--- config.mk ---
export PLATFORM = sky130hd
export DESIGN_NAME = acc_round_scheduler
export DESIGN_NICKNAME = d
export VERILOG_FILES = /design/src/rtl/acc_round_scheduler.sv
export SDC_FILE = /design/constraint.sdc
export NUM_CORES = 1
export LEC_CHECK = 0
export ABC_AREA = 1
export CAP_MARGIN = 20
export CORE_ASPECT_RATIO = 0.75
export CORE_MARGIN = 2
export CORE_UTILIZATION = 56
export DETAILED_ROUTE_END_ITERATION = 12
export PLACE_DENSITY = 0.81
export SETUP_SLACK_MARGIN = 0.1
export SKIP_CTS_REPAIR_TIMING = 1
export SLEW_MARGIN = 20
export SYNTH_ARGS = -nofsm -noshare
export SYNTH_HDL_FRONTEND = slang
export SYNTH_SLANG_ARGS = --single-unit
export TNS_END_PERCENT = 5
--- constraint.sdc ---
create_clock -name clk -period 2.55 [get_ports clk]
set_clock_uncertainty 0.1 [all_clocks]
set_input_delay 0.3825 -clock clk [delete_from_list [all_inputs] [get_ports clk]]
set_output_delay 0.3825 -clock clk [all_outputs]
set_load 0.01 [all_outputs]
--- src/rtl/acc_round_scheduler.sv ---
// Blind-rotation loop sequencer: one accumulator run per LWE coefficient, skipping
// zero coefficients, with a per-run watchdog and an abort path back to IDLE.
//
// state  | meaning
// IDLE   | waiting for start; a zero iteration count just pulses done
// ISSUE  | sample coeff_zero; launch an accumulator run or skip the coefficient
// WAIT   | accumulator running; the watchdog counts down to its terminal count
// NEXT   | advance iteration index and key base, or finish on the last index
// FINISH | done pulse is visible; return to IDLE
module acc_round_scheduler #(
    parameter int ITER_W     = 10,
    parameter int KEY_ADDR_W = 12,
    parameter int KEY_STRIDE = 8,
    parameter int TIMEOUT_W  = 16
) (
    input  logic                  clk,
    input  logic                  reset,
    input  logic                  start,
    input  logic [ITER_W-1:0]     iter_count,
    input  logic                  coeff_zero,
    input  logic                  abort,
    input  logic                  acc_done,
    output logic                  acc_start,
    output logic [KEY_ADDR_W-1:0] key_base,
    output logic [ITER_W-1:0]     iter_idx,
    output logic                  busy,
    output logic                  done,
    output logic                  aborted,
    output logic                  timeout_err
);

    localparam logic [2:0] S_IDLE   = 3'd0;
    localparam logic [2:0] S_ISSUE  = 3'd1;
    localparam logic [2:0] S_WAIT   = 3'd2;
    localparam logic [2:0] S_NEXT   = 3'd3;
    localparam logic [2:0] S_FINISH = 3'd4;

    // Loaded so that terminal count is reached after 2^TIMEOUT_W-1 WAIT cycles.
    localparam logic [TIMEOUT_W-1:0] WD_LOAD = ~TIMEOUT_W'(1);

    logic [2:0]            state_q, state_d;
    logic [ITER_W-1:0]     count_q, count_d;
    logic [ITER_W-1:0]     iter_idx_q, iter_idx_d;
    logic [KEY_ADDR_W-1:0] key_base_q, key_base_d;
    logic [TIMEOUT_W-1:0]  wd_q, wd_d;
    logic                  acc_start_q, acc_start_d;
    logic                  busy_q, busy_d;
    logic                  done_q, done_d;
    logic                  aborted_q, aborted_d;
    logic                  timeout_err_q, timeout_err_d;

    always_comb begin
        state_d       = state_q;
        count_d       = count_q;
        iter_idx_d    = iter_idx_q;
        key_base_d    = key_base_q;
        wd_d          = wd_q;
        timeout_err_d = timeout_err_q;
        acc_start_d   = 1'b0;
        done_d        = 1'b0;
        aborted_d     = 1'b0;

        case (state_q)
            S_IDLE: begin
                if (start) begin
                    if (iter_count != '0) begin
                        count_d       = iter_count;
                        iter_idx_d    = '0;
                        key_base_d    = '0;
                        timeout_err_d = 1'b0;
                        state_d       = S_ISSUE;
                    end else begin
                        done_d = 1'b1;
                    end
                end
            end
            S_ISSUE: begin
                if (coeff_zero) begin
                    state_d = S_NEXT;
                end else begin
                    acc_start_d = 1'b1;
                    wd_d        = WD_LOAD;
                    state_d     = S_WAIT;
                end
            end
            S_WAIT: begin
                if (acc_done) begin
                    state_d = S_NEXT;
                end else if (wd_q == '0) begin
                    timeout_err_d = 1'b1;
                    aborted_d     = 1'b1;
                    state_d       = S_IDLE;
                end else begin
                    wd_d = wd_q - TIMEOUT_W'(1);
                end
            end
            S_NEXT: begin
                if (iter_idx_q == count_q - ITER_W'(1)) begin
                    done_d  = 1'b1;
                    state_d = S_FINISH;
                end else begin
                    iter_idx_d = iter_idx_q + ITER_W'(1);
                    key_base_d = key_base_q + KEY_ADDR_W'(KEY_STRIDE);
                    state_d    = S_ISSUE;
                end
            end
            S_FINISH: begin
                state_d = S_IDLE;
            end
            default: begin
                state_d = S_IDLE;
            end
        endcase

        // Abort overrides whatever the active state decided, including a watchdog expiry.
        if (abort && (state_q != S_IDLE)) begin
            state_d       = S_IDLE;
            iter_idx_d    = iter_idx_q;
            key_base_d    = key_base_q;
            wd_d          = wd_q;
            timeout_err_d = timeout_err_q;
            acc_start_d   = 1'b0;
            done_d        = 1'b0;
            aborted_d     = 1'b1;
        end

        busy_d = (state_d != S_IDLE);
    end

    always_ff @(posedge clk or posedge reset) begin
        if (reset) begin
            state_q       <= S_IDLE;
            count_q       <= '0;
            iter_idx_q    <= '0;
            key_base_q    <= '0;
            wd_q          <= '0;
            acc_start_q   <= 1'b0;
            busy_q        <= 1'b0;
            done_q        <= 1'b0;
            aborted_q     <= 1'b0;
            timeout_err_q <= 1'b0;
        end else begin
            state_q       <= state_d;
            count_q       <= count_d;
            iter_idx_q    <= iter_idx_d;
            key_base_q    <= key_base_d;
            wd_q          <= wd_d;
            acc_start_q   <= acc_start_d;
            busy_q        <= busy_d;
            done_q        <= done_d;
            aborted_q     <= aborted_d;
            timeout_err_q <= timeout_err_d;
        end
    end

    assign acc_start   = acc_start_q;
    assign key_base    = key_base_q;
    assign iter_idx    = iter_idx_q;
    assign busy        = busy_q;
    assign done        = done_q;
    assign aborted     = aborted_q;
    assign timeout_err = timeout_err_q;

endmodule

-- Yosys cells after proc, flatten, opt, wreduce, memory -nomap -nowiden
Cells that the tools add are included.
- word-level logic and storage cells: 76
- bits in registers: 56
- output and inout port bits: 27
- reductions and logical operators: 13
- $add $sub $neg: 4
- muxes and demuxes: 37
- eq/ne operators: 11
- bitwise operators: 1
- operators by type and width (cell ; count):
    $mux W16 ; 3
    $mux W12 ; 3
    $pmux W16 S2 ; 1
    $mux W10 ; 3
    $pmux W12 S2 ; 1
    $pmux W10 S2 ; 1
    $mux W3 ; 6
    $logic_not A16 Y1 ; 1
    $mux W1 ; 16
    $sub A16 B1 Y16 const B ; 1
    $ne A2 B2 Y1 const B ; 7
    $add A12 B4 Y12 const B ; 1
    $pmux W3 S4 ; 1
    $add A10 B1 Y10 const B ; 1
    $eq A10 B10 Y1 ; 1
    $reduce_and A5 Y1 ; 2
    $reduce_bool A10 Y1 ; 1
    $sub A10 B1 Y10 const B ; 1
    $eq A3 B2 Y1 const B ; 2
    $reduce_and A6 Y1 ; 1
    $reduce_bool A2 Y1 ; 3
    $reduce_bool A3 Y1 ; 2
    $pmux W1 S2 ; 2
    $eq A3 B1 Y1 const B ; 1
    4 further kinds ; 4

-- Longest topological paths before layout
- word-level depth: 6
- depth in mapped cells: 15
- depth with buffers taken out: 15

-- Least setup slack after synthesis
Ideal clock, no wire load.
- path kind: reg-to-reg
- start point: register count_q[0]
- end point: register iter_idx_q[7], in the netlist iter_idx[7]
- cell stages (with the launch flop): 15
- clock period less this slack: 1.885 ns
- arrival time: 1.667 ns
- setup time: 0.117 ns
- path slack: 0.665 ns
- path buffers: 1
- cells stage by stage: dfrtp_1 inv_2 ha_1 nand2_2 nor2_4 nand2_1 nand2_1 nand2_1 nor2_1 nand3_1 nor2_2 nand2_2 buf_2 nand3_1 nand2_1
- longest elaborated chain between the ends: 4
- ends and longest elaborated chain (element ; line ; source):
    from (decl) ; 42 ; logic [ITER_W-1:0] count_q, count_d;
    from (signal assigned) ; 144 ; count_q <= count_d;
    $sub A10 B1 Y10 ; 98 ; if (iter_idx_q == count_q - ITER_W'(1)) begin
    $eq A10 B10 Y1 ; 98 ;
    $ne A2 B2 Y1 (no source line) ; -- ;
    $reduce_and A5 Y1 (no source line) ; -- ;
    to (signal assigned) ; 145 ; iter_idx_q <= iter_idx_d;
    to (decl) ; 43 ; logic [ITER_W-1:0] iter_idx_q, iter_idx_d;
Every way passes these cells.
A chain may end at the register's enable or synchronous reset.

-- Worst setup path after layout
- start point: register wd_q[0]
- end point: register busy_q, in the netlist busy
- longest elaborated chain between the ends: 6
- ends and longest elaborated chain (element ; line ; source):
    from (decl) ; 45 ; logic [TIMEOUT_W-1:0] wd_q, wd_d;
    from (signal assigned) ; 147 ; wd_q <= wd_d;
    $logic_not A16 Y1 ; 89 ; end else if (wd_q == '0) begin
    $mux W3 ; 89 ;
    $mux W3 ; 87 ; if (acc_done) begin
    $pmux W3 S4 ; 63 ; case (state_q)
    $mux W3 ; 116 ; if (abort && (state_q != S_IDLE)) begin
    $reduce_bool A3 Y1 ; 127 ; busy_d = (state_d != S_IDLE);
    named net busy_d ; 47 ; logic busy_q, busy_d;
    to (signal assigned) ; 149 ; busy_q <= busy_d;
    to (decl) ; 47 ;
The timed path passes the listed nets, and every way through them passes these cells.

==> run_results.csv <==
group,metric,value,unit
run_status,outcome,"completed",
floorplan,dieArea,6571,um2
worst_setup_path,endpoint_kind,"flop",
timing,worstMarginPinSlew,0.6636,ns
timing,fmax,444.4,MHz
synthesis,synth.most_common_cell,"nand2_1",
power,power,3.563,mW
worst_setup_path,timing.rr.end,"busy",
power,power_density,914.5,nW/um2
synthesis,synthXorXnorAreaFrac,0.08437,
clock_network,cts_max_path_buffers,2,
layout,drive_gt1_frac,0.07099,
global_routing,grt_max_degree,54,
timing,maxSlewHeadroom,0.5576,
worst_setup_path,timing.rr.start,"wd_q[0]",
global_routing,antenna_found_initial,0,
drt,wl_per_cell,13.31,um
drt,drc,0,
layout,insertedDiodeCount,0,
synthesis,syn_area_per_cell,7.285,um2
synthesis,synthAdderAreaFrac,0.01507,
job,cap_violations,0,
drt,routed_wl,7602,um
synthesis,ys_ff_latch,53,
placed_design,place_hpwl,5708,um
worst_setup_path,rr_worst_depth,12,
floorplan,initial_utilization,0.5762,
synthesis,ys_warn_count,0,
timing,period_minus_slack,2.250,ns
global_routing,grt_pass1_vias,2618,
timing,setup_violations,0,
clock_network,clock_sinks,53,
synthesis,synth_compound_area_frac,0.05612,
global_routing,grt.total_usage,0.2495,
placed_design,portBuffers,39,
worst_setup_path,arrival,2.37,ns
clock_network,cts_made_buffers,5,
global_routing,grt_overflow,0,
floorplan,core_area,5766,um2
clock_network,cts_tree,"built",
layout,area_delta_synth_final,17.29,%
worst_setup_path,endpoint,"busy",
worst_setup_path,critPathRequiredTime,2.67,ns
synthesis,syn_area,3322,um2
synthesis,synth_top_area_frac,0.3992,
synthesis,synth_top_area_cell,"dfrtp_1",
clock_network,clk_latency,0.32,ns
timing,rsz0062_at_grt,"yes",
floorplan,num_rows,24,
clock_network,htreeDepth,2,
timing,fin_crit_sh,0.8824,
synthesis,ys_seq_area_frac,0.3992,
synthesis,async_flop_share,1.000,
synthesis,ys_top_cells_by_count,"nand2_1 (125), nor2_1 (59), dfrtp_1 (53)",
timing,slew_viol_final,0,
placed_design,gp_congestion,1.010,
synthesis,yosys.area_share.simple,0.3574,
clock_network,path_clk_slew,0.10,ns
synthesis,synth_area_leaders,"dfrtp_1 (40%), nand2_1 (14%), nor2_1 (6.7%)",
synthesis,synth_top_family_by_area,"simple AND/OR/NAND/NOR gates",
worst_setup_path,critPathLaunchType,"flop",
synthesis,syn_inst,456,
synthesis,synth_edf_count,0,
worst_setup_path,crit_path_start,"wd_q[0]",
timing,hold_viol,0,
drt,viasPerCell,5.196,
drt,drtPass1Iterations,5,
worst_setup_path,worst-r2r-setup-slack,0.30,ns
worst_setup_path,cp_max_fo,4,
layout,post-route-util,0.6758,
global_routing,grt_first_pass_wirelength,12890,um
power,irDropWorstVdd,0.5660,mV
worst_hold_path,hold_class,"flop to flop",
clock_network,clockRootBuffer,"clkbuf_8",
drt,antenna_left,0,
synthesis,synth_cell_types,31,
drt,dr_total_vias,2967,
power,p_leak,1.898,nW
floorplan,io_pins,43,
floorplan,die_y,70.70,um
worst_setup_path,worstSetupPathType,"flop to flop",
floorplan,die_w,92.94,um
layout,nets,512,
synthesis,synth.area.mux_share,0,
worst_hold_path,hp-start,"count_q[9]",
synthesis,ys.flop_type,"dfrtp_1",
layout,fill_cells,478,
drt,first_iter_violations,229,
-- registers in the layout, summed over array words and instances, names as in the netlist, 3 cells and up --
signal,flops
iter_idx,10
key_base,9
count_q,10
wd_q,16
state_q,3
-- where the power goes --
| part | switching [mW] | internal, mW | leakage (nW) |
|---|---|---|---|
| combinational | 1.02 | 0.559 | 1.17 |
| sequential | 0.223 | 1.07 | 0.662 |
| clock | 0.293 | 0.395 | 0.0687 |
| total | 1.54 | 2.03 | 1.90 |
-- logic make-up after synthesis --
group / after synthesis
and+or+nand+nor: 267
other: 1
DFF: 53
xor gates and xnor gates: 32
AOI/OAI and AO/OA: 34
buffers and inverters: 65
adders and majority gates: 4
-- layout make-up --
class | instances | area, um2 | share of cell area
Timing Repair Buffer | 42 | 412.9 | 0.1060
Clock inverter | 3 | 68.82 | 0.01766
Inverter | 50 | 187.7 | 0.04817
Tap cell | 78 | 97.59 | 0.02505
Clock buffer | 5 | 68.82 | 0.01766
Sequential cell | 53 | 1326 | 0.3404
Multi-Input combinational cell | 340 | 1734 | 0.4451
-- how the worst min path moves through the flow --
stage	end	slack (ns)	cells past startpoint
3_5_place_dp	count_q[9]	0.41	2
5_1_grt	wd_q[2]	0.47	2
3_3_place_gp	count_q[9]	0.39	2
4_1_cts	count_q[9]	0.43	2
2_1_floorplan	count_q[9]	0.37	2
6_report	count_q[9]	0.43	2
-- placed cells by master, fill, tap and decap left out, drive strengths merged --
master / count
a21oi: 1
a31oi: 2
buf: 3
bufinv: 2
clkbuf: 5
clkdlybuf4s50: 39
conb: 3
dfrtp: 53
ha: 4
inv: 51
nand2: 133
nand3: 38
nand3b: 4
nand4: 14
nor2: 64
nor3: 13
o211ai: 1
o21ai: 30
or2: 1
xnor2: 7
xor2: 25
-- metrics by stage --
stage / instances / instance area [um2] / setup WS [ns] / setup TNS, ns / hold slack [ns]
floorplan: 458 / 3329 / 0.6653 / 0 / 0.3732
global route: 571 / 3896 / 0.06699 / 0 / 0.4696
CTS: 571 / 3877 / 0.2650 / 0 / 0.4289
global placement: 563 / 3740 / 0.004364 / 0 / 0.3925
detailed placement: 563 / 3740 / -0.06609 / -0.5835 / 0.4056
finish: 571 / 3896 / 0.2999 / 0 / 0.4299
-- worst max-delay path, stage by stage (launching register included) --
cell and delay [ns]:
dfrtp_1 0.42, inv_1 0.12, ha_1 0.17, nand2_1 0.09, nor2_2 0.17, nand2_1 0.12, inv_1 0.09, nand3_1 0.11
or2_2 0.29, o21ai_0 0.27, nand2_1 0.09, inv_1 0.06, nand2_1 0.05
-- layer usage --
layer,share of wire,track usage,vias to the layer above
met3,0.076,0.05218,6
met5,0,0,-
met1,0.50,0.3996,1337
met4,0.0075,0.04412,0
met2,0.41,0.3527,108
li1,-,-,1516
Power figures use the tool's default switching activity.
